**config.mk**
```make
export PLATFORM = sky130hd
export DESIGN_NAME = ta_region_writer
export DESIGN_NICKNAME = d
export VERILOG_FILES = /design/src/rtl/pvr_ra_pkg.sv /design/src/rtl/ra_tile_walker.sv /design/src/rtl/ta_region_writer.sv
export SDC_FILE = /design/constraint.sdc
export NUM_CORES = 1
export LEC_CHECK = 0
export CORE_ASPECT_RATIO = 1.1
export CORE_MARGIN = 3
export CORE_UTILIZATION = 46
export DETAILED_ROUTE_END_ITERATION = 10
export PLACE_DENSITY = 0.82
export SLEW_MARGIN = 0
export SYNTH_ARGS = -nofsm -noshare
export SYNTH_HDL_FRONTEND = slang
export SYNTH_HIERARCHICAL = 1
export SYNTH_SLANG_ARGS = --single-unit
export TNS_END_PERCENT = 10
```
**constraint.sdc**
```tcl
create_clock -name clock -period 3.2 [get_ports clock]
set_clock_uncertainty 0.15 [all_clocks]
set_input_delay 0.48 -clock clock [delete_from_list [all_inputs] [get_ports clock]]
set_output_delay 0.48 -clock clock [all_outputs]
set_load 0.01 [all_outputs]
```
**src/rtl/pvr_ra_pkg.sv**
```systemverilog
// rtl/pvr_ra_pkg.sv - shared constants, state encoding and stride helper for the region array writer
package pvr_ra_pkg;

    localparam logic [31:0] RA_EMPTY = 32'h8000_0000;

    // Control word field positions
    localparam int CTRL_LAST   = 31;
    localparam int CTRL_ZCLEAR = 30;
    localparam int CTRL_FLUSH  = 28;
    localparam int CTRL_TY_MSB = 13;
    localparam int CTRL_TY_LSB = 8;
    localparam int CTRL_TX_MSB = 7;
    localparam int CTRL_TX_LSB = 2;

    // Object list type indices, in the order they appear in an entry
    localparam int NUM_LISTS = 5;
    localparam logic [2:0] O  = 3'd0;
    localparam logic [2:0] OM = 3'd1;
    localparam logic [2:0] T  = 3'd2;
    localparam logic [2:0] TM = 3'd3;
    localparam logic [2:0] PT = 3'd4;

    typedef enum logic [3:0] {
        IDLE, SETUP, W_CTRL, W_O, W_OM, W_T, W_TM, W_PT, NEXT, DONE
    } ra_state_t;

    // Bytes one tile consumes in a list: 4<<code words of 4 bytes; code 0 means the list is unused
    function automatic logic [23:0] opb_stride(input logic [1:0] code);
        if (code == 2'd0) begin
            return 24'd0;
        end
        return 24'd16 << code;
    endfunction

endpackage

```
**src/rtl/ra_tile_walker.sv**
```systemverilog
// rtl/ra_tile_walker.sv - x-outer / y-inner tile counter for the region array walk
module ra_tile_walker (
    input  logic       clock,
    input  logic       reset_n,
    input  logic       clear,
    input  logic       advance,
    input  logic [5:0] x_max,
    input  logic [5:0] y_max,
    output logic [5:0] tx,
    output logic [5:0] ty,
    output logic       last
);

    assign last = (tx == x_max) && (ty == y_max);

    // Step y first; wrap y and bump x at the end of each column
    always_ff @(posedge clock or negedge reset_n) begin
        if (!reset_n) begin
            tx <= '0;
            ty <= '0;
        end else if (clear) begin
            tx <= '0;
            ty <= '0;
        end else if (advance) begin
            if (ty == y_max) begin
                ty <= '0;
                tx <= tx + 6'd1;
            end else begin
                ty <= ty + 6'd1;
            end
        end
    end

endmodule

```
**src/rtl/ta_region_writer.sv**
```systemverilog
// rtl/ta_region_writer.sv - writes one PVR Region Array entry per tile into VRAM; TA_RA_WR_CSUM_EN adds a write checksum
module ta_region_writer
    import pvr_ra_pkg::*;
#(
    parameter int VRAM_AW = 24
) (
    input  logic               clock,
    input  logic               reset_n,
    input  logic               start,
    input  logic [31:0]        FPU_PARAM_CFG,
    input  logic [31:0]        TA_ALLOC_CTRL,
    input  logic [31:0]        REGION_BASE,
    input  logic [23:0]        o_base,
    input  logic [23:0]        om_base,
    input  logic [23:0]        t_base,
    input  logic [23:0]        tm_base,
    input  logic [23:0]        pt_base,
    input  logic [5:0]         tiles_x_m1,
    input  logic [5:0]         tiles_y_m1,
    input  logic               zclear_flag,
    input  logic               flush_flag,
    output logic               vram_wr,
    output logic [VRAM_AW-1:0] vram_addr,
    output logic [31:0]        vram_dout,
    input  logic               vram_busy,
    output logic               busy,
    output logic               done,
    output logic [31:0]        ra_wr_csum
);

    ra_state_t   state, state_nxt;
    logic        fmt_v2, zclear_q, flush_q;
    logic [1:0]  code_q [NUM_LISTS];
    logic [23:0] ptr_q  [NUM_LISTS];
    logic [5:0]  x_max_q, y_max_q;
    logic [5:0]  tx, ty;
    logic        tile_last;
    logic        accept;
    logic        is_list;
    logic [2:0]  list_idx;
    logic [31:0] ctrl_word, list_word;

    // Config bits that play no part in the region array layout
    logic cfg_unused;
    assign cfg_unused = ^{REGION_BASE[31:23], FPU_PARAM_CFG[31:22], FPU_PARAM_CFG[20:0],
                          TA_ALLOC_CTRL[31:18], TA_ALLOC_CTRL[15:14], TA_ALLOC_CTRL[11:10],
                          TA_ALLOC_CTRL[7:6], TA_ALLOC_CTRL[3:2]};

    ra_tile_walker u_walker (
        .clock   (clock),
        .reset_n (reset_n),
        .clear   (state == SETUP),
        .advance (state == NEXT),
        .x_max   (x_max_q),
        .y_max   (y_max_q),
        .tx      (tx),
        .ty      (ty),
        .last    (tile_last)
    );

    assign accept = vram_wr && !vram_busy;
    assign busy   = (state != IDLE) && (state != DONE);
    assign done   = (state == DONE);

    // State register
    always_ff @(posedge clock or negedge reset_n) begin
        if (!reset_n) begin
            state <= IDLE;
        end else begin
            state <= state_nxt;
        end
    end

    // Next state and write request; each W state waits until its word is accepted
    always_comb begin
        state_nxt = state;
        vram_wr   = 1'b0;
        is_list   = 1'b0;
        list_idx  = O;
        case (state)
            IDLE:   if (start) state_nxt = SETUP;
            SETUP:  state_nxt = W_CTRL;
            W_CTRL: begin
                vram_wr = 1'b1;
                if (!vram_busy) state_nxt = W_O;
            end
            W_O: begin
                vram_wr = 1'b1; is_list = 1'b1; list_idx = O;
                if (!vram_busy) state_nxt = W_OM;
            end
            W_OM: begin
                vram_wr = 1'b1; is_list = 1'b1; list_idx = OM;
                if (!vram_busy) state_nxt = W_T;
            end
            W_T: begin
                vram_wr = 1'b1; is_list = 1'b1; list_idx = T;
                if (!vram_busy) state_nxt = W_TM;
            end
            W_TM: begin
                vram_wr = 1'b1; is_list = 1'b1; list_idx = TM;
                if (!vram_busy) state_nxt = fmt_v2 ? W_PT : NEXT;
            end
            W_PT: begin
                vram_wr = 1'b1; is_list = 1'b1; list_idx = PT;
                if (!vram_busy) state_nxt = NEXT;
            end
            NEXT:   state_nxt = tile_last ? DONE : W_CTRL;
            DONE:   state_nxt = IDLE;
            default: state_nxt = IDLE;
        endcase
    end

    // Assemble the control word or the selected list word for the current W state
    always_comb begin
        ctrl_word = '0;
        ctrl_word[CTRL_LAST]   = tile_last;
        ctrl_word[CTRL_ZCLEAR] = zclear_q;
        ctrl_word[CTRL_FLUSH]  = flush_q;
        ctrl_word[CTRL_TY_MSB:CTRL_TY_LSB] = ty;
        ctrl_word[CTRL_TX_MSB:CTRL_TX_LSB] = tx;
        if (code_q[list_idx] == 2'd0) begin
            list_word = RA_EMPTY;
        end else begin
            list_word = {8'h00, ptr_q[list_idx][23:2], 2'b00};
        end
        if (!vram_wr) begin
            vram_dout = '0;
        end else if (is_list) begin
            vram_dout = list_word;
        end else begin
            vram_dout = ctrl_word;
        end
    end

    // Config latch, write address and per-list pointers
    always_ff @(posedge clock or negedge reset_n) begin
        if (!reset_n) begin
            fmt_v2    <= 1'b0;
            zclear_q  <= 1'b0;
            flush_q   <= 1'b0;
            x_max_q   <= '0;
            y_max_q   <= '0;
            vram_addr <= '0;
            for (int i = 0; i < NUM_LISTS; i++) begin
                code_q[i] <= '0;
                ptr_q[i]  <= '0;
            end
        end else if (state == SETUP) begin
            fmt_v2    <= FPU_PARAM_CFG[21];
            zclear_q  <= zclear_flag;
            flush_q   <= flush_flag;
            x_max_q   <= tiles_x_m1;
            y_max_q   <= tiles_y_m1;
            vram_addr <= VRAM_AW'(REGION_BASE[22:0]);
            for (int i = 0; i < NUM_LISTS; i++) begin
                code_q[i] <= TA_ALLOC_CTRL[4*i +: 2];
            end
            ptr_q[O]  <= o_base;
            ptr_q[OM] <= om_base;
            ptr_q[T]  <= t_base;
            ptr_q[TM] <= tm_base;
            ptr_q[PT] <= pt_base;
        end else begin
            if (accept) begin
                vram_addr <= vram_addr + VRAM_AW'(4);
            end
            if (state == NEXT) begin
                for (int i = 0; i < NUM_LISTS; i++) begin
                    ptr_q[i] <= ptr_q[i] + opb_stride(code_q[i]);
                end
            end
        end
    end

`ifdef TA_RA_WR_CSUM_EN
    logic [31:0] csum_q;

    // XOR of every accepted word since the last SETUP
    always_ff @(posedge clock or negedge reset_n) begin
        if (!reset_n) begin
            csum_q <= '0;
        end else if (state == SETUP) begin
            csum_q <= '0;
        end else if (accept) begin
            csum_q <= csum_q ^ vram_dout;
        end
    end

    assign ra_wr_csum = csum_q;
`else
    assign ra_wr_csum = 32'h0;
`endif

endmodule

```
==> results of run 1 <==
==> metrics by stage <==
step           hold slack [ns]  instance area [sq um]
6_report                 0.328                  14300
5_1_grt                  0.354                  14300
4_1_cts                  0.331                  14200
3_5_place_dp             0.312                  13600
3_3_place_gp             0.303                  13600
2_1_floorplan           0.0344                  11300
==> per-layer routing <==
metal | share of wire [%] | up-vias
met5 | 0 | -
met4 | 3.9 | 0
met3 | 8.4 | 95
met2 | 48 | 523
met1 | 40 | 5128
li1 | - | 5030
==> cells by family (layout without fill, tap and decap cells) <==
| group | count (synthesis) | in the layout | share of synthesized area (%) |
|---|---|---|---|
| compound gates | 289 | 289 | 16.9 |
| xor+xnor | 62 | 62 | 4.86 |
| fa+ha+maj | 23 | 23 | 2.91 |
| buf+inv | 151 | 326 | 6.76 |
| flops | 175 | 175 | 39.2 |
| mux | 32 | 32 | 5.01 |
| other cells | 1 | 39 | 0.0335 |
| simple gates | 589 | 589 | 24.4 |
==> placed cells by master (no fill, tap or decap), types with 12 or more instances in the layout <==
| cell | n |
|---|---|
| nand2_1 | 280 |
| clkdlybuf4s50_1 | 191 |
| xor2_1 | 25 |
| dfrtp_1 | 169 |
| o21ai_0 | 83 |
| nor3_1 | 35 |
| a21oi_1 | 56 |
| and3_1 | 18 |
| clkbuf_16 | 17 |
| mux4_2 | 19 |
| nor2_1 | 83 |
| xnor2_1 | 34 |
| nand3_1 | 50 |
| nand2b_1 | 15 |
| nor4_1 | 12 |
| inv_1 | 30 |
| buf_4 | 42 |
| o311ai_0 | 16 |
| a22oi_1 | 18 |
| o211ai_1 | 19 |
| ha_1 | 18 |
| nand4_1 | 20 |
| a211oi_1 | 14 |
| conb_1 | 39 |
| nor2b_1 | 19 |
==> sequential cells by signal (all words and copies together) (netlist names), 4 cells and up, named ones only <==
name,cells
vram_addr,24
ptr_q,105
u_walker/tx,6
x_max_q,6
state,4
y_max_q,6
code_q,10
u_walker/ty,6
==> timing repair <==
action,in CTS,in global routing
pin swaps,1,3
hold buffers,1,0
setup buffers,0,6
gates cloned,0,0
endpoints found under the setup margin,23,21
hold endpoints to repair,65,0
gates resized for setup,34,26
==> worst min-delay path, stage by stage, from the launching register on <==
cell	delay (ns)
dfrtp_1	0.35
nand2_1	0.05
nand2_1	0.05
==> power breakdown <==
part	internal, mW	switching, mW	total, mW
Combinational	3.11	3.81	6.91
Sequential	3.22	1.25	4.47
Clock	1.03	1.02	2.06
==> final timing paths <==
check | startpoint | to | depth (start not counted)
setup / recovery | u_walker/ty[5] | vram_dout[31] | 7
hold / removal | register | register | 2
setup reg to reg | state[1] | ptr_q[89] | 8
hold reg to reg | register | register | 2
max in group asynchronous | reset_n | u_walker/tx[2] | 3
min in group asynchronous | reset_n | ptr_q[117] | 2
==> final cells by class <==
class,instances,area [sq um]
repair buffers,262,2540
clock buffers,17,425
fillers,2085,9480
inverters,32,126
flip-flops and latches,175,4390
clock inverters,15,141
well taps,305,382
multi-input cells,1034,6280
==> key figures, run 1 <==
Yosys
  • Sequential area share after synthesis: 39.2%
  • Main flop type after synthesis: dfrtp_1
  • Synth Warn #: 6
  • Synth unique cells: 74
  • Most common cell in the netlist: nand2_1
  • Synthesized area: 11,200 sq um
  • Post-synth top cells: nand2_1, dfrtp_1, nor2_1, o21ai_0, a21oi_1
  • Area leader, netlist: dfrtp_1
  • Mapped Cells: 1,322
  • Synth top area cells: dfrtp_1, nand2_1, mux4_2
  • Post-synth top area share: 39.2%
  • Mean Syn Cell Area: 8.46 sq um
  • EDFF count, synth: 0
  • Synthesis-stage register bit count: 175
  • Async SR Flop Fraction: 100%

STA
  • Setup TNS: 0 ns
  • Max Clock Freq: 313 MHz
  • Worst-margin pin slew: 0.897 ns
  • Final setup fails: 0
  • Slew margin rel.: 39.7%
  • Unrepaired setup endpoints after global routing: true
  • Tmin final: 3.19 ns
  • Fin. Hold Viols: 0
  • Fin worst setup slack: 0.00636 ns
  • Final worst path period share: 99.8%
  • Slew Viols, Final: 0

Critical path
  • Worst path top cell family by delay: simple AND/OR/NAND/NOR gates
  • CP bufs+invs: 1
  • Crit path cell chain: xnor2_1 -> nand2_2 -> nor2_4 -> and4_2 -> nand2b_1 -> and3_1 -> clkdlybuf4s50_1
  • Crit-path slowest cell: clkdlybuf4s50_1
  • Worst path required time: 2.57 ns
  • Register-to-register setup slack: 0.23 ns
  • Crit. End Element: output pin
  • Delay of the slowest critical-path stage: 0.53 ns
  • Crit-path max FO: 8
  • CP Launch Type: register
  • Critical Path AT: 2.56 ns
  • Crit path kind: register to output pin

Placed design
  • Placer Congestion: 0.930
  • Post-detail-place hpwl: 25,000 um
  • Pre-CTS setup slack: 0.0824 ns
  • IO Port Bufs: 213
  • Placed cells: 1,801

Final layout
  • Layout cells sized above 1: 9.58%
  • P&R area growth vs syn: 27.8%
  • Finished Layout Cells: 1,840
  • Post-layout util: 60.1%
  • Final Net Count: 1,779
  • Antenna diode count: 0

Run status
  • Status: finished clean

Run
  • Max Cap Violations: 0

Clock network
  • CTS root buffer: clkbuf_16
  • Sink Count: 175
  • CTS tree: yes
  • Clk Latency, worst-skew pair: 0.44 ns
  • Clk slew on worst S/H paths: 0.08 ns
  • Cts bufs inserted: 17
  • Clk buf depth: 2
  • CTS H-tree depth: 4

Global route
  • Vias in the first global route: 10,600
  • Grt total ovfl: 0
  • First-pass GRT wire length: 55,100 um
  • Met2 Use GR: 43.3%
  • Met3 Use GR: 6.61%
  • Global Route met1 Usage: 32.7%
  • Largest net degree at the start of global routing: 100
  • GRT Max-Usage Layer: met2
  • Initial antenna violation count: 0
  • GRT Total Usage: 26.0%

Drt
  • Routed via count: 10,800
  • Routed wire length: 34,700 um
  • 1st-iter DRT viols: 889
  • DRT antenna net count: 0
  • Wire length per cell: 18.9 um
  • Vias/cell: 5.86
  • DRC viols: 0
  • TritonRoute pass-1 iters: 5

Die
  • Die Width: 155 um
  • IO Count: 325
  • Die H: 170 um
  • Row cnt: 59
  • Die ar.: 26,200 sq um
  • Initial Utilization: 47.0%
  • CORE AREA: 23,800 sq um

Power and ir drop
  • Pwr Density: 941 nW/um^2
  • Pwr Total: 13.4 mW
  • VDD IR-drop max: 548 uV
  • Leak Pwr: 5.91 nW

Min path
  • Min-Delay Path Class: register to register
No activity file was read; power rests on OpenSTA's default activity.
==> inputs of run 2 (changes only) <==
==> constraint.sdc (replaced) <==
create_clock -name clock -period 4.1 [get_ports clock]
set_clock_uncertainty 0.15 [all_clocks]
set_input_delay 0.615 -clock clock [delete_from_list [all_inputs] [get_ports clock]]
set_output_delay 0.615 -clock clock [all_outputs]
set_load 0.01 [all_outputs]
==> key figures, run 2 (synthesized netlist as in run 1, its figures left out) <==
Placed design
  • Area after DPL: 13,400 sq um (-1.2%)
  • Placed cells: 1,786 (-0.83%)
  • Placer Congestion: 0.909 (-2.2%)
  • IO Port Bufs: 213 (unchanged)
  • Post-detail-place hpwl: 24,600 um (-1.5%)
  • Pre-CTS setup slack: 0.792 ns (+0.710 ns)

Final layout
  • Finished Layout Cells: 1,818 (-1.2%)
  • Final Net Count: 1,757 (-1.2%)
  • Antenna diode count: 0 (unchanged)
  • Commonest cells after routing, fill and taps aside: nand2_1, clkdlybuf4s50_1, dfrtp_1, nor2_1, o21ai_0
  • Layout cells sized above 1: 6.61% (-3.0 points)
  • Largest regs: ptr_q x105, vram_addr x24, code_q x10
  • Number of flip-flops in the largest register: 105 (unchanged)
  • Commonest non-fill, non-tap cell in the layout: nand2_1
  • Most flop-heavy register: ptr_q
  • Post-Layout Inst Area: 14,000 sq um (-1.9%)
  • Number of fill cells in the layout: 2,124 (+1.9%)
  • P&R area growth vs syn: 25.4%

Clock network
  • CTS Hold Bufs: 0 (-1)
  • Post-CTS setup buffers: 0 (unchanged)
  • CTS root buffer: clkbuf_16
  • PostCTS Resize Cnt: 0 (-100%)
  • Clk slew on worst S/H paths: 0.07 ns (about the same)
  • Clk buf depth: 2 (unchanged)
  • Sink Count: 175 (unchanged)
  • CTS tree: yes
  • Clk Latency, worst-skew pair: 0.44 ns (about the same)
  • Cts bufs inserted: 17 (unchanged)
  • CTS H-tree depth: 4 (unchanged)

Critical path
  • R2R Path Start: state[0]
  • Crit. End Element: output pin
  • Crit-path max FO: 9 (+1)
  • R2R Path End: u_walker/ty[5]
  • Critical Path AT: 3.08 ns (+0.52 ns)
  • Critical Path End: vram_dout[9]
  • Crit-path slowest cell: clkdlybuf4s50_1
  • Crit path kind: register to output pin
  • Reg2Reg Depth: 10 (+2)
  • Register-to-register setup slack: 0.78 ns (+0.55 ns)
  • Worst path required time: 3.34 ns (+0.77 ns)
  • Worst Setup SP: state[0]
  • CP Launch Type: register
  • Delay of the slowest critical-path stage: 0.63 ns (+0.10 ns)
  • Crit path cell chain: and2_1 -> o21bai_1 -> a211o_1 -> a221oi_1 -> clkdlybuf4s50_1

Die
  • CORE AREA: 23,800 sq um (unchanged)
  • Initial Utilization: 47.0% (unchanged)
  • IO Count: 325 (unchanged)
  • Die Width: 155 um (unchanged)
  • Die ar.: 26,200 sq um (unchanged)
  • Row cnt: 59 (unchanged)
  • Die H: 170 um (unchanged)

Drt
  • Vias/cell: 5.91 (+0.83%)
  • DRT antenna net count: 0 (unchanged)
  • Wire length per cell: 18.6 um (-1.5%)
  • Routed wire length: 33,800 um (-2.6%)
  • Routed via count: 10,700 (-0.37%)
  • 1st-iter DRT viols: 964 (+8.4%)
  • TritonRoute pass-1 iters: 7 (+2)
  • DRC viols: 0 (unchanged)

Global route
  • GRT Total Usage: 25.0% (-1.0 points)
  • Initial antenna violation count: 1 (+1)
  • Vias in the first global route: 10,200 (-3.9%)
  • Grt total ovfl: 0 (unchanged)
  • Largest net degree at the start of global routing: 75 (-25%)
  • First-pass GRT wire length: 53,100 um (-3.8%)

STA
  • Tmin final: 3.85 ns
  • Final setup fails: 0 (unchanged)
  • Setup TNS: 0 ns (unchanged)
  • Slew margin rel.: 20.9% (-19 points)
  • Max Clock Freq: 260 MHz
  • Worst-margin pin slew: 1.18 ns (+0.278 ns)
  • Fin. Hold Viols: 0 (unchanged)
  • Slew Viols, Final: 0 (unchanged)
  • Final worst path period share: 93.9%
  • Unrepaired setup endpoints after global routing: false
  • Fin worst setup slack: 0.250 ns (+0.244 ns)

Power and ir drop
  • Pwr Density: 739 nW/um^2 (-22%)
  • Leak Pwr: 5.69 nW (-3.7%)
  • VDD IR-drop max: 352 uV (-36%)

Min path
  • Min-Delay Path Class: primary input to async pin

Run
  • Max Cap Violations: 0 (unchanged)

Run status
  • Status: finished clean
==> run 2: cell types whose count changed in the layout (fill, tap and decap cells not counted), moves of 4 or more <==
cell / change
buf_12: -4
buf_4: -16
clkbuf_2: -4
clkdlybuf4s15_1: -4
clkdlybuf4s50_1: +21
dfrtp_1: +5
dfrtp_2: -5
dlygate4sd2_1: -11
==> run 2: per-layer routing <==
metal  wire length, um  track usage (%)  share of wire [%]  vias up
met5                20                0              0.059        -
met4              1170             9.91                3.4        2
met3              2780             5.20                8.2       88
met2             16300             41.1                 48      508
met1             13500             32.7                 40     5162
li1                  -                -                  -     4976
==> run 2: critical path: cells and delay by family, from the launching register on <==
kind / cells / cell delay [ns]
and+or+nand+nor: 1 / 0.36
AOI/OAI and AO/OA: 3 / 1.25
DFF: 1 / 0.42
buffers and inverters: 1 / 0.63
==> run 2: per-stage QoR <==
step | hold slack, ns | power (mW) | utilization [%]
finish | 0.0554 | 10.4 | 59.0
global route | 0.112 | 11.1 | 59.0
CTS | 0.0888 | 10.4 | 59.0
detailed placement | 0.305 | 8.67 | 56.5
global placement | 0.304 | 8.45 | 56.5
floorplan | 0.169 | 6.70 | -
==> run 2: layout make-up <==
type,count,area [sq um],area share (%)
clock buffers,17,425,3.03
clock inverters,15,163,1.16
inverters,32,126,0.901
multi-input cells,1034,6200,44.2
flip-flops and latches,175,4380,31.2
well taps,305,382,2.72
repair buffers,240,2350,16.7
==> run 2: worst min-delay path by stage <==
stage	from	to	slack (ns)	depth (start not counted)
6_report	reset_n	ptr_q[117]	0.06	1
5_1_grt	reset_n	ptr_q[117]	0.11	1
3_3_place_gp	flush_q	flush_q	0.30	2
3_5_place_dp	flush_q	flush_q	0.31	2
2_1_floorplan	reset_n	async pin	0.17	0
4_1_cts	reset_n	x_max_q[2]	0.09	1
==> run 2: power breakdown <==
part | internal (mW) | total, mW | switching (mW)
combinational | 2.33 | 5.22 | 2.89
sequential | 2.51 | 3.48 | 0.966
clock | 0.871 | 1.66 | 0.789
==> inputs of run 3 (changes only) <==
--- a/config.mk
+++ b/config.mk
@@ -7,9 +7,9 @@
 export LEC_CHECK = 0
 export CORE_ASPECT_RATIO = 1.1
 export CORE_MARGIN = 3
-export CORE_UTILIZATION = 46
+export CORE_UTILIZATION = 40
 export DETAILED_ROUTE_END_ITERATION = 10
-export PLACE_DENSITY = 0.82
+export PLACE_DENSITY = 0.73
 export SLEW_MARGIN = 0
 export SYNTH_ARGS = -nofsm -noshare
 export SYNTH_HDL_FRONTEND = slang
==> key figures, run 3 (synthesized netlist as in run 1, its figures left out) <==
Drt
  • Wire length per cell: 18.4 um (-1.1%)
  • TritonRoute pass-1 iters: 8 (+1)
  • Routed wire length: 34,300 um (+1.4%)
  • Vias/cell: 5.65 (-4.3%)
  • 1st-iter DRT viols: 931 (-3.4%)
  • DRT antenna net count: 0 (unchanged)
  • Routed via count: 10,500 (-2.0%)
  • DRC viols: 0 (unchanged)

Critical path
  • Crit path kind: register to output pin
  • Crit path cell chain: and2_2 -> o21bai_1 -> buf_4 -> a211o_1 -> buf_4 -> a221oi_1 -> clkdlybuf4s50_1
  • Crit-path slowest cell: clkdlybuf4s50_1
  • Crit-path max FO: 15 (+6)
  • CP Launch Type: register
  • Crit. End Element: output pin
  • Delay of the slowest critical-path stage: 0.63 ns (about the same)
  • Critical Path AT: 3.21 ns (+0.13 ns)
  • Worst path required time: 3.34 ns (about the same)
  • Crit path top cell by count: buf_4

Clock network
  • Clk Latency, worst-skew pair: 0.44 ns (about the same)
  • Sink Count: 175 (unchanged)
  • Clk slew on worst S/H paths: 0.08 ns (about the same)
  • CTS Hold Bufs: 0 (unchanged)
  • Post-CTS setup buffers: 0 (unchanged)
  • Cts bufs inserted: 17 (unchanged)
  • Clk buf depth: 2 (unchanged)
  • CTS root buffer: clkbuf_16
  • CTS H-tree depth: 4 (unchanged)
  • CTS tree: yes

Final layout
  • Layout cells sized above 1: 6.31% (-0.30 points)
  • Post-Layout Inst Area: 14,000 sq um (+0.21%)
  • Most flop-heavy register: ptr_q
  • Largest regs: ptr_q x105, vram_addr x24, code_q x10
  • P&R area growth vs syn: 25.7%
  • Commonest cells after routing, fill and taps aside: nand2_1, clkdlybuf4s50_1, dfrtp_1, nor2_1, o21ai_0
  • Commonest non-fill, non-tap cell in the layout: nand2_1
  • Number of flip-flops in the largest register: 105 (unchanged)
  • Final Net Count: 1,750 (-0.40%)
  • Antenna diode count: 0 (unchanged)

Global route
  • Largest net degree at the start of global routing: 93 (+24%)
  • Grt total ovfl: 0 (unchanged)
  • Initial antenna violation count: 1 (unchanged)
  • First-pass GRT wire length: 53,900 um (+1.6%)
  • GRT Total Usage: 22.6% (-2.4 points)
  • Vias in the first global route: 10,100 (-0.86%)

STA
  • Max Clock Freq: 251 MHz (-3.2%)
  • Slew Viols, Final: 0 (unchanged)
  • Unrepaired setup endpoints after global routing: false
  • Worst-margin pin slew: 1.08 ns (-0.0989 ns)
  • Fin. Hold Viols: 0 (unchanged)
  • Tmin final: 3.98 ns (+0.129 ns)
  • Final setup fails: 0 (unchanged)
  • Slew margin rel.: 27.6% (+6.7 points)
  • Setup TNS: 0 ns (unchanged)
  • Final worst path period share: 97.0% (+3.2 points)

Placed design
  • Post-detail-place hpwl: 25,000 um (+1.7%)
  • Placer Congestion: 0.919 (+1.1%)
  • IO Port Bufs: 213 (unchanged)
  • Area after DPL: 13,500 sq um (+0.19%)

Die
  • Initial Utilization: 41.0% (-6.0 points)
  • Die ar.: 30,000 sq um (+14%)
  • CORE AREA: 27,300 sq um (+15%)
  • Die Width: 165 um (+7.0%)
  • IO Count: 325 (unchanged)
  • Die H: 181 um (+7.0%)
  • Row cnt: 63 (+6.8%)

Power and ir drop
  • Pwr Density: 731 nW/um^2 (-1.1%)
  • Sw frac: 45.0% (+0.22 points)
  • Clk pwr share: 16.0% (about the same)
  • VDD IR-drop max: 334 uV (-4.9%)
  • Leak Pwr: 5.66 nW (-0.50%)
  • Share of power burned in registers: 34.0% (+0.4 points)
  • Internal power: 5.64 mW (-1.3%)
  • Switching power: 4.62 mW (-0.39%)
  • Combinational share of power: 50.0% (-0.4 points)

Run
  • Max Cap Violations: 0 (unchanged)

Run status
  • Status: finished clean

Min path
  • Min-Delay Path Class: primary input to async pin
==> run 3: metal layers <==
layer	routed length (um)	GRT usage, %	vias to the layer above	share of wire, %
met5	13	0	-	0.038
met4	837	7.09	2	2.4
met3	2710	4.20	54	7.9
met2	16400	37.2	444	48
met1	14300	30.2	5083	42
li1	-	-	4942	-
==> run 3: area by class of cell <==
cell class	count	area (sq um)
Clock inverter	15	163
Sequential cell	175	4380
Multi-Input combinational cell	1034	6200
Timing Repair Buffer	233	2310
Clock buffer	17	425
Fill cell	2612	13200
Tap cell	357	447
Inverter	32	126
==> run 3: repair_timing <==
item	CTS	global route
gates resized for setup	0	2
setup endpoints to repair	0	3
endpoints found under the hold margin	0	0
==> run 3: power by group through the flow <==
stage | clock [mW] | sequential (mW) | combinational, mW
after floorplan | 0 | 3.18 | 3.51
final | 1.64 | 3.49 | 5.13
after global routing | 1.74 | 3.59 | 5.71
after global placement | 0 | 3.45 | 4.99
after detailed placement | 0 | 3.49 | 5.13
after CTS | 1.67 | 3.47 | 5.15
==> run 3: worst max-delay path: cells and delay by family (launching register included) <==
kind            cells  cell delay [ns]
simple gates        1             0.32
buf+inv             3             1.07
compound gates      3             0.88
flops               1             0.51
==> run 3: metrics by stage <==
stage               std cells  power, mW  worst slack [ns]  util (%)  hold WS (ns)
finish                   1863       10.3             0.121      51.5        0.0952
global route             1863       11.0            0.0117      51.5         0.169
CTS                      1863       10.3            0.0369      51.5         0.153
detailed placement       1831       8.62             0.535      49.3         0.309
global placement         1831       8.44             0.542      49.3         0.300
floorplan                1360       6.70              1.40         -         0.169
==> run 3: final timing paths <==
kind	from	end	slack [ns]	cells after the start
max	state[0]	vram_dout[9]	0.12	7
min	reset_n	vram_addr[3]	0.1	1
max reg2reg	state[0]	u_walker/ty[5]	0.69	9
min reg2reg	flush_q	flush_q	0.32	2
max in group asynchronous	reset_n	async pin	2.77	2
min in group clock	flush_q	flush_q	0.32	2
